--- src/rtl/jt89_stereo.sv ---
// jt89_stereo: SN76489-family PSG (3 tone + 1 noise) with Game Gear stereo panning,
// selectable LFSR flavour and a READY handshake that holds off CPU writes while busy.
module jt89_stereo #(
    parameter int          DIV       = 16,
    parameter int          NOISE_W   = 16,
    parameter logic [15:0] NOISE_TAP = 16'h0009,
    parameter int          WAIT_CYC  = 32,
    parameter bit          STEREO    = 1'b1
) (
    input  logic       clk,
    input  logic       rst,
    input  logic       clk_en,
    input  logic       wr_n,
    input  logic       gg_wr_n,
    input  logic [7:0] din,
    output logic       ready,
    output logic [9:0] left,
    output logic [9:0] right
);

    localparam int                 DW       = $clog2(DIV);
    localparam logic [DW-1:0]      DIV_LAST = DW'(DIV - 1);
    localparam logic [15:0]        WAIT_LD  = 16'(WAIT_CYC);
    localparam logic [NOISE_W-1:0] SEED     = {1'b1, {(NOISE_W-1){1'b0}}};
    localparam logic [NOISE_W-1:0] TAP      = NOISE_TAP[NOISE_W-1:0];

    function automatic logic [7:0] att_lut(input logic [3:0] v);
        case (v)
            4'd0:    att_lut = 8'd255;
            4'd1:    att_lut = 8'd203;
            4'd2:    att_lut = 8'd161;
            4'd3:    att_lut = 8'd128;
            4'd4:    att_lut = 8'd102;
            4'd5:    att_lut = 8'd81;
            4'd6:    att_lut = 8'd64;
            4'd7:    att_lut = 8'd51;
            4'd8:    att_lut = 8'd40;
            4'd9:    att_lut = 8'd32;
            4'd10:   att_lut = 8'd26;
            4'd11:   att_lut = 8'd20;
            4'd12:   att_lut = 8'd16;
            4'd13:   att_lut = 8'd13;
            4'd14:   att_lut = 8'd10;
            4'd15:   att_lut = 8'd0;
            default: att_lut = 8'd0;
        endcase
    endfunction

    logic                wr_q, wr_d, gg_q, gg_d;
    logic                ready_q, ready_d;
    logic [15:0]         wait_q, wait_d;
    logic [2:0]          regn_q, regn_d, ctrl3_q, ctrl3_d;
    logic [3:0]          vol_q [4];
    logic [3:0]          vol_d [4];
    logic [9:0]          tone_q [3];
    logic [9:0]          tone_d [3];
    logic [9:0]          cnt_q [3];
    logic [9:0]          cnt_d [3];
    logic [2:0]          tout_q, tout_d;
    logic [7:0]          pan_q, pan_d;
    logic [DW-1:0]       div_q, div_d;
    logic [5:0]          ndiv_q, ndiv_d, nlast_s;
    logic                nint_q, nint_d, nsrc_q, nsrc_d;
    logic [NOISE_W-1:0]  lfsr_q, lfsr_d;
    logic [9:0]          left_q, left_d, right_q, right_d;

    logic                wr_acc_s, gg_acc_s, cen_ch_s, reseed_s, nclk_s, fb_s;
    logic [3:0]          on_s;
    logic [7:0]          lvl_s [4];
    logic [9:0]          mix_l_s, mix_r_s;

    // A write is only taken on a strobe falling edge while READY is high.
    assign wr_acc_s = wr_q & ~wr_n & ready_q;
    assign gg_acc_s = (STEREO != 1'b0) & gg_q & ~gg_wr_n;
    assign cen_ch_s = clk_en & (div_q == DIV_LAST);
    assign nclk_s   = (ctrl3_q[1:0] == 2'b11) ? tout_q[2] : nint_q;
    assign fb_s     = ctrl3_q[2] ? ^(lfsr_q & TAP) : lfsr_q[0];
    assign on_s     = {lfsr_q[0], tout_q};

    // Next-state logic for the bus interface, channel generators and noise LFSR
    always_comb begin
        wr_d     = wr_n;
        gg_d     = gg_wr_n;
        ready_d  = ready_q;
        wait_d   = wait_q;
        regn_d   = regn_q;
        ctrl3_d  = ctrl3_q;
        vol_d    = vol_q;
        tone_d   = tone_q;
        cnt_d    = cnt_q;
        tout_d   = tout_q;
        pan_d    = pan_q;
        div_d    = div_q;
        ndiv_d   = ndiv_q;
        nint_d   = nint_q;
        nsrc_d   = nclk_s;
        lfsr_d   = lfsr_q;
        reseed_s = 1'b0;
        nlast_s  = 6'd63;

        if (clk_en) begin
            div_d = cen_ch_s ? '0 : div_q + DW'(1);
        end else begin
            div_d = div_q;
        end

        if (wr_acc_s && (WAIT_CYC != 0)) begin
            ready_d = 1'b0;
            wait_d  = WAIT_LD;
        end else if (!ready_q && clk_en) begin
            if (wait_q <= 16'd1) begin
                ready_d = 1'b1;
                wait_d  = 16'd0;
            end else begin
                wait_d  = wait_q - 16'd1;
            end
        end else begin
            wait_d = wait_q;
        end

        if (wr_acc_s) begin
            if (din[7]) begin
                regn_d = din[6:4];
                if (din[4]) begin
                    vol_d[din[6:5]] = din[3:0];
                end else if (din[6:5] != 2'd3) begin
                    tone_d[din[6:5]][3:0] = din[3:0];
                end else begin
                    ctrl3_d  = din[2:0];
                    reseed_s = 1'b1;
                end
            end else begin
                if (regn_q[0]) begin
                    vol_d[regn_q[2:1]] = din[3:0];
                end else if (regn_q[2:1] != 2'd3) begin
                    tone_d[regn_q[2:1]][9:4] = din[5:0];
                end else begin
                    ctrl3_d = ctrl3_q;
                end
            end
        end else begin
            regn_d = regn_q;
        end

        if (gg_acc_s) begin
            pan_d = din;
        end else begin
            pan_d = pan_q;
        end

        // Tone period 0 or 1 parks the output high for sample playback.
        for (int i = 0; i < 3; i++) begin
            if (cen_ch_s) begin
                if (cnt_q[i] == 10'd0) begin
                    cnt_d[i]  = tone_q[i] - 10'd1;
                    tout_d[i] = (tone_q[i] <= 10'd1) ? 1'b1 : ~tout_q[i];
                end else begin
                    cnt_d[i]  = cnt_q[i] - 10'd1;
                    tout_d[i] = (tone_q[i] <= 10'd1) ? 1'b1 : tout_q[i];
                end
            end else begin
                cnt_d[i]  = cnt_q[i];
                tout_d[i] = tout_q[i];
            end
        end

        case (ctrl3_q[1:0])
            2'b00:   nlast_s = 6'd15;
            2'b01:   nlast_s = 6'd31;
            default: nlast_s = 6'd63;
        endcase

        if (cen_ch_s) begin
            if (ndiv_q >= nlast_s) begin
                ndiv_d = 6'd0;
                nint_d = ~nint_q;
            end else begin
                ndiv_d = ndiv_q + 6'd1;
            end
        end else begin
            ndiv_d = ndiv_q;
        end

        if (reseed_s || (lfsr_q == '0)) begin
            lfsr_d = SEED;
        end else if (nclk_s && !nsrc_q) begin
            lfsr_d = {fb_s, lfsr_q[NOISE_W-1:1]};
        end else begin
            lfsr_d = lfsr_q;
        end
    end

    // Per-side mix of the panned channel levels
    always_comb begin
        mix_l_s = 10'd0;
        mix_r_s = 10'd0;
        for (int i = 0; i < 4; i++) begin
            lvl_s[i] = on_s[i] ? att_lut(vol_q[i]) : 8'd0;
            if (pan_q[4+i]) begin
                mix_l_s = mix_l_s + {2'b00, lvl_s[i]};
            end else begin
                mix_l_s = mix_l_s;
            end
            if (pan_q[i]) begin
                mix_r_s = mix_r_s + {2'b00, lvl_s[i]};
            end else begin
                mix_r_s = mix_r_s;
            end
        end
        left_d  = clk_en ? mix_l_s : left_q;
        right_d = clk_en ? mix_r_s : right_q;
    end

    // State registers with synchronous reset
    always_ff @(posedge clk) begin
        if (rst) begin
            wr_q    <= 1'b1;
            gg_q    <= 1'b1;
            ready_q <= 1'b1;
            wait_q  <= 16'd0;
            regn_q  <= 3'd0;
            ctrl3_q <= 3'b100;
            vol_q   <= '{default: 4'hF};
            tone_q  <= '{default: 10'd0};
            cnt_q   <= '{default: 10'd0};
            tout_q  <= 3'd0;
            pan_q   <= 8'hFF;
            div_q   <= '0;
            ndiv_q  <= 6'd0;
            nint_q  <= 1'b0;
            nsrc_q  <= 1'b0;
            lfsr_q  <= SEED;
            left_q  <= 10'd0;
            right_q <= 10'd0;
        end else begin
            wr_q    <= wr_d;
            gg_q    <= gg_d;
            ready_q <= ready_d;
            wait_q  <= wait_d;
            regn_q  <= regn_d;
            ctrl3_q <= ctrl3_d;
            vol_q   <= vol_d;
            tone_q  <= tone_d;
            cnt_q   <= cnt_d;
            tout_q  <= tout_d;
            pan_q   <= pan_d;
            div_q   <= div_d;
            ndiv_q  <= ndiv_d;
            nint_q  <= nint_d;
            nsrc_q  <= nsrc_d;
            lfsr_q  <= lfsr_d;
            left_q  <= left_d;
            right_q <= right_d;
        end
    end

    assign ready = ready_q;
    assign left  = left_q;
    assign right = right_q;

endmodule

--- config.mk ---
export PLATFORM = sky130hd
export DESIGN_NAME = jt89_stereo
export DESIGN_NICKNAME = d
export VERILOG_FILES = /design/src/rtl/jt89_stereo.sv
export SDC_FILE = /design/constraint.sdc
export NUM_CORES = 1
export LEC_CHECK = 0
export ABC_AREA = 1
export BUFFER_PORTS_ARGS = -buffer_cell sky130_fd_sc_hd__buf_2
export CORE_AREA = 2 2 210 150
export DETAILED_ROUTE_END_ITERATION = 6
export DIE_AREA = 0 0 212 152
export PLACE_DENSITY = 0.68
export SLEW_MARGIN = 5
export SYNTH_ARGS = -nofsm -noshare
export SYNTH_HDL_FRONTEND = slang
export SYNTH_SLANG_ARGS = --single-unit
--- constraint.sdc ---
create_clock -name clk -period 3.9 [get_ports clk]
set_input_delay 1.17 -clock clk [delete_from_list [all_inputs] [get_ports clk]]
set_output_delay 1.17 -clock clk [all_outputs]
set_load 0.005 [all_outputs]
* Word level (Yosys, flattened, before mapping)
Memories as Yosys holds them, arrays and structs flattened. A register that Yosys moved wholly into a read port is not among the register bits.
Index checks and enable logic that the tools add are counted.
** Word-level totals
- Memories :: 4
- Bits in registers :: 160
- ROM bits :: 512
- Input port bits :: 13
** Memories
- (no name shown) :: depth 16, width 8, rd ports 1, clocked after Yosys merged registers in 1, write ports 0, RTL line 28 : case (v)
- (no name shown) :: depth 16, width 8, rd ports 1, clocked after Yosys merged registers in 1, write ports 0, RTL line 28
- (no name shown) :: depth 16, width 8, rd ports 1, clocked after Yosys merged registers in 1, write ports 0, RTL line 28
- (no name shown) :: depth 16, width 8, rd ports 1, clocked after Yosys merged registers in 1, write ports 0, RTL line 28
** Cells by class
- Magnitude comparators :: 9
- Bitwise operators :: 14
- Eq/ne operators :: 9
- Reduce and logical (&&, ||, !) cells :: 31
- Muxes and demuxes :: 67
- Add/sub/neg operators :: 15
** Operator list (number)
- $mux W30 :: 5
- $mux W10 :: 10
- $mux W16 :: 4
- $add A10 B8 Y10 :: 6
- $bwmux W30 :: 2
- $sub A10 B1 Y10 const B :: 6
- $mux W4 :: 12
- $mux W8 :: 6
- $demux W10 S2 :: 2
- $bwmux W16 :: 2
- $le A10 B1 Y1 const B :: 3
- $logic_not A10 Y1 :: 3
- $mux W1 :: 18
- $mux W6 :: 3
- $demux W4 S2 :: 2
- $le A16 B1 Y1 const B :: 1
- $logic_not A16 Y1 :: 1
- $reduce_xor A16 Y1 :: 1
- $sub A16 B1 Y16 const B :: 1
- $reduce_bool A2 Y1 :: 7
- $pmux W6 S2 :: 1
- $reduce_and A2 Y1 :: 6
- $ne A2 B2 Y1 const B :: 5
- $not A1 Y1 :: 8
- 19 further kinds :: 30

* Longest topological paths before layout
- Depth after elaboration :: 10
- Gate-level depth with buffers :: 31
- Mapped depth without buffers :: 30

* Least setup slack after synthesis
OpenSTA, ideal clock, no wires.
- Path kind :: register -> register
- Start point :: register tout_q[0]
- End point :: register right_q[8], in the netlist right[8]
- Arrival :: 3.916 ns
- Stages on the path, launching flop included :: 27
- Slack :: -0.129 ns
- Setup time :: 0.113 ns
- Data required time :: 3.787 ns
- Clock period less this slack :: 4.029 ns
- Path through :: dfxtp_1 > inv_2 > buf_2 > nor3_1 > ha_1 > fa_1 > nand3_1 > nand2_1 > or2_2 > nand3_1 > nand2_1 > ha_1 > inv_1 > o21ai_0 > nand3_1 > nand3_1 > or2_2 > nand3_1 > nand2_1 > ha_1 > inv_1 > o311ai_0 > nand2_1 > nand2_1 > nand2_1 > o21ai_1 > inv_1
** On the way
- Cells in the longest elaborated chain, start to end :: 8
** Ends and longest elaborated chain
- start: declaration :: RTL line 59 : logic [2:0] tout_q, tout_d;
- start signal: assignment :: RTL line 245 : tout_q <= tout_d;
- $mux W8 (*) :: RTL line 198 : lvl_s[i] = on_s[i] ? att_lut(vol_q[i]) : 8'd0;
- $mux W8 (*) :: RTL line 204 : if (pan_q[i]) begin
- $add A10 B8 Y10 :: RTL line 205 : mix_r_s = mix_r_s + {2'b00, lvl_s[i]};
- $mux W10 (*) :: RTL line 204
- $add A10 B8 Y10 :: RTL line 205
- $mux W10 (*) :: RTL line 204
- $add A10 B8 Y10 :: RTL line 205
- $mux W10 (*) :: RTL line 204
- end signal: assignment :: RTL line 253 : right_q <= right_d;
- end: declaration :: RTL line 65 : logic [9:0] left_q, left_d, right_q, right_d;
Mark *: on every way between the ends. The rest lies on a longest branch, timed or not.
A chain may end at the register's enable or synchronous reset.

* Final worst setup path
Same ends and word-level chain as after synthesis.

==> run summary <==
The summed instance area of the synthesized netlist is 11900 µm². The total global routing overflow is 0. The max-capacitance violation count came out at 0. The deepest clock path buffer count came out at 2. The clock network accounts for 41.4% of the total power. The total die area came out at 32200 µm².

The final number of setup-violating endpoints came out at 1. After filler insertion, the fill cell instance count of the layout stands at 2861. The initial antenna violation count came to 0. The synthesis-to-layout area growth is 24.5%.

The maximum achievable frequency came out at between 200 and 300 MHz. TritonCTS built the clock tree. The setup clock skew after layout came out at 0.0196 ns. The die extent in y came out at 152 µm.

The proportion of synthesized chip area in sequential cells is 32.3%. For this run, the leading register cell type out of synthesis is dfxtp_1. In this run the tightest slew margin relative to its limit is 39.2%. The total routing resource utilization after global routing is 19.9%.

The routed wire length came out at 33000 µm. Dividing the final minimum period by the clock period gives 100%. The post-detailed-route count of antenna-violating nets is 0. The number of global-route vias before repair came out at roughly 11000.

In this run the worst path has a maximum fanout of 8. The transition at the pin with the smallest max-transition slack is 0.908 ns. The adder and majority gate portion of the synthesized area came out at about a tenth. Of the cells placed in the final design, the portion with a size suffix greater than 1 is approximately 22%.

The checks that failed: negative setup slack. In the layout the commonest cells are nand2_1 (343), inv_1 (203), dfxtp_1 (188). The flip-flop and latch count after synthesis is 192. STA classifies the critical path startpoint as a register. The switching component of the power came out at 1.20 mW. In this run the clock root is driven by a clkbuf_16. The total inserted antenna cells is 0. The area share of xor/xnor cells in the synthesized design came out at 4.56%.

Leaving out fill and tap cells, the most frequent cell in the layout is nand2_1. The cell type contributing the most total cell area after synthesis is dfxtp_1. The detailed router finished its first iteration with 965 violations. The number of port buffers is 33.

The cell count after synthesis is approximately 1700. Setup repair after global routing could not meet its margin everywhere. The type of destination of the critical path is a register. The mux contribution to synthesized area came out at 0.168%.

The share of power burned in registers is ~46%. Of the total synthesized cell area, the portion taken by AND, OR, NAND and NOR gates is 27.3%. The total power density per cell area is 300 nW/µm². The placeable core region came out at 30500 µm².

The number of max-slew violations in the final report was 0. The number of hold-slack violations in the final timing report was 0. The min-delay analysis places its worst path in the category register to register. The area of all sequential standard cells is between 3000 and 4000 µm².

For the worst-skew pair, the clock arrives at the later sink with an insertion delay of 0.46 ns. The largest net degree at the start of global routing came out at 45. The post-synthesis compound-gate area fraction is 16.9%. The signal arrival time at the worst endpoint came out at 4.26 ns. Summing all multi-input logic gate instances after layout gives 7800 µm². The clock-pin slew on the worst setup and hold paths came out at approximately 0.07 ns.

The number of enable-type register cells in the synthesized netlist came out at 0. The number of buffers created by CTS came out at 17. The number of different library cells in the post-synthesis netlist is 65. The horizontal die dimension is between 200 and 250 µm. The ratio of routed vias to standard cells came out at 5.16. After detailed placement, the design holds a cell count of 2203. Detailed routing inserted a total of 11630 vias. The minimum period implied by the final worst setup slack came out at 3.91 ns. The highest ir drop seen on vdd came out at 0.000329 V.

The I/O pin total came out at 34. At the worst endpoint, the required time is 4.25 ns. The warning count from the yosys run is 0. The leakage power summed over all cells came out at about 6.8 nW.

The run finished, with violations left. The number of sinks handled by clock tree synthesis came out at around 190. The proportion of register bits with asynchronous set or reset after synthesis came out at 0%. The average footprint of a synthesized cell is 7.06 µm². The worst setup path is of the register to register kind.

The combinational power share is between 10% and 20%. The internal cell power came out at 3.25 mW. The first-pass GRT wire length came out at 52400 µm. The worst-case hold slack came out at 0.458 ns. The net count reported at finish is roughly 1900.

The average wire per cell in the routed design came out at 14.7 µm. The flop-to-flop setup slack is -0.01 ns. The final weighted congestion in routability-driven placement came out at 0.917. The final setup slack of the worst path is -0.0122 ns. The number of nets produced by synthesis came out at 1788. The share of the synthesized area in the top cell type came out at 32.3%. The H-tree depth is 4. In this run switching power makes up 27.0% of total power. After synthesis, the largest family of logic cells by area is simple AND/OR/NAND/NOR gates.

The number of remaining DRC errors is 0. After synthesis, the cell types taking the most area are dfxtp_1 (32%), nand2_1 (12%), ha_1 (8.5%). The number of placement rows is 54. The final cell count without fillers came out at about 2300. The initial core utilization came out at roughly two fifths.

After legalization and detailed placement, the total HPWL measured 23700 µm. The number of iterations in the first detailed-routing pass came out at 6.
## synth_stat cells, types with 14 or more instances
cell type    n
o211ai_1    25
o21ai_0    108
buf_2       17
dfxtp_1    192
nand3_1    125
nand4_1     20
ha_1        81
clkbuf_1    26
nor2_1     106
xor2_1      48
or2_2       14
nor3_1      26
inv_1      216
a21oi_1    140
xnor2_1     14
inv_2       15
nand2_1    368
## repair_timing
action	CTS	global route
setup buffers	3	16
hold buffers	0	0
pin swaps	5	85
resized for setup	32	150
endpoints found under the setup margin	10	12
## power groups by stage
stage / combinational [mW] / sequential, mW / clock, mW
6_report: 0.539 / 2.06 / 1.84
5_1_grt: 0.602 / 2.07 / 1.94
4_1_cts: 0.495 / 2.06 / 1.86
3_5_place_dp: 0.484 / 2.11 / 0
3_3_place_gp: 0.477 / 2.10 / 0
2_1_floorplan: 0.335 / 2.09 / 0
## area by class of cell
class | instances | share of cell area, %
clock inverters | 12 | 1.06
flip-flops and latches | 192 | 26.0
repair buffers | 161 | 7.72
inverters | 237 | 6.10
well taps | 420 | 3.54
clock buffers | 19 | 2.99
multi-input cells | 1211 | 52.6
## cells by family (layout without fill, tap and decap cells)
family	after synthesis	in the layout
buffers and inverters	285	429
AOI/OAI and AO/OA	347	347
muxes	2	2
adders and majority gates	87	87
xor gates and xnor gates	62	62
and+or+nand+nor	713	713
DFF	192	192
## final timing paths
kind,startpoint,to,depth (start not counted)
max,tout_q[0],right[8],27
min,vol_q[1],vol_q[1],2
min reg2reg,vol_q[1],vol_q[1],2
max reg2reg,tout_q[0],right[8],27
## metrics by stage
stage               cell area (µm²)  util (%)  setup slack, ns  setup TNS, ns  power, mW
finish                        14800      48.7          -0.0122        -0.0122       4.44
global route                  14800      48.7           -0.250          -1.46       4.61
CTS                           14000      45.9          -0.0120        -0.0304       4.42
detailed placement            13200      43.4           -0.222          -1.05       2.59
global placement              13200      43.4           -0.152         -0.473       2.58
floorplan                     11900         -          -0.0217        -0.0217       2.43
## per-layer routing
metal | routed length (µm) | track usage [%] | up-vias
met4 | 491 | 5.06 | 0
met2 | 14700 | 30.5 | 305
met5 | 0 | 0 | -
met3 | 1880 | 3.06 | 49
li1 | - | - | 5823
met1 | 16000 | 29.1 | 5453
## worst max-delay path, stage by stage, from the launching register on
cell	delay, ns
dfxtp_2	0.36
clkinv_4	0.13
buf_6	0.15
nor3_4	0.14
buf_6	0.13
fa_2	0.43
o21ai_2	0.19
inv_1	0.09
ha_1	0.19
a21oi_1	0.21
nand2_2	0.10
nand2_2	0.08
nand2_1	0.05
nand2_1	0.05
nand2_1	0.05
xor2_1	0.13
nand2_1	0.09
nand2_2	0.09
ha_4	0.30
nand2_1	0.06
nor3_2	0.15
nand2_1	0.10
o311ai_2	0.09
nand2_1	0.11
nand2_1	0.07
nand2_1	0.05
o21ai_1	0.13
inv_1	0.04
Power figures use the tool's default switching activity.
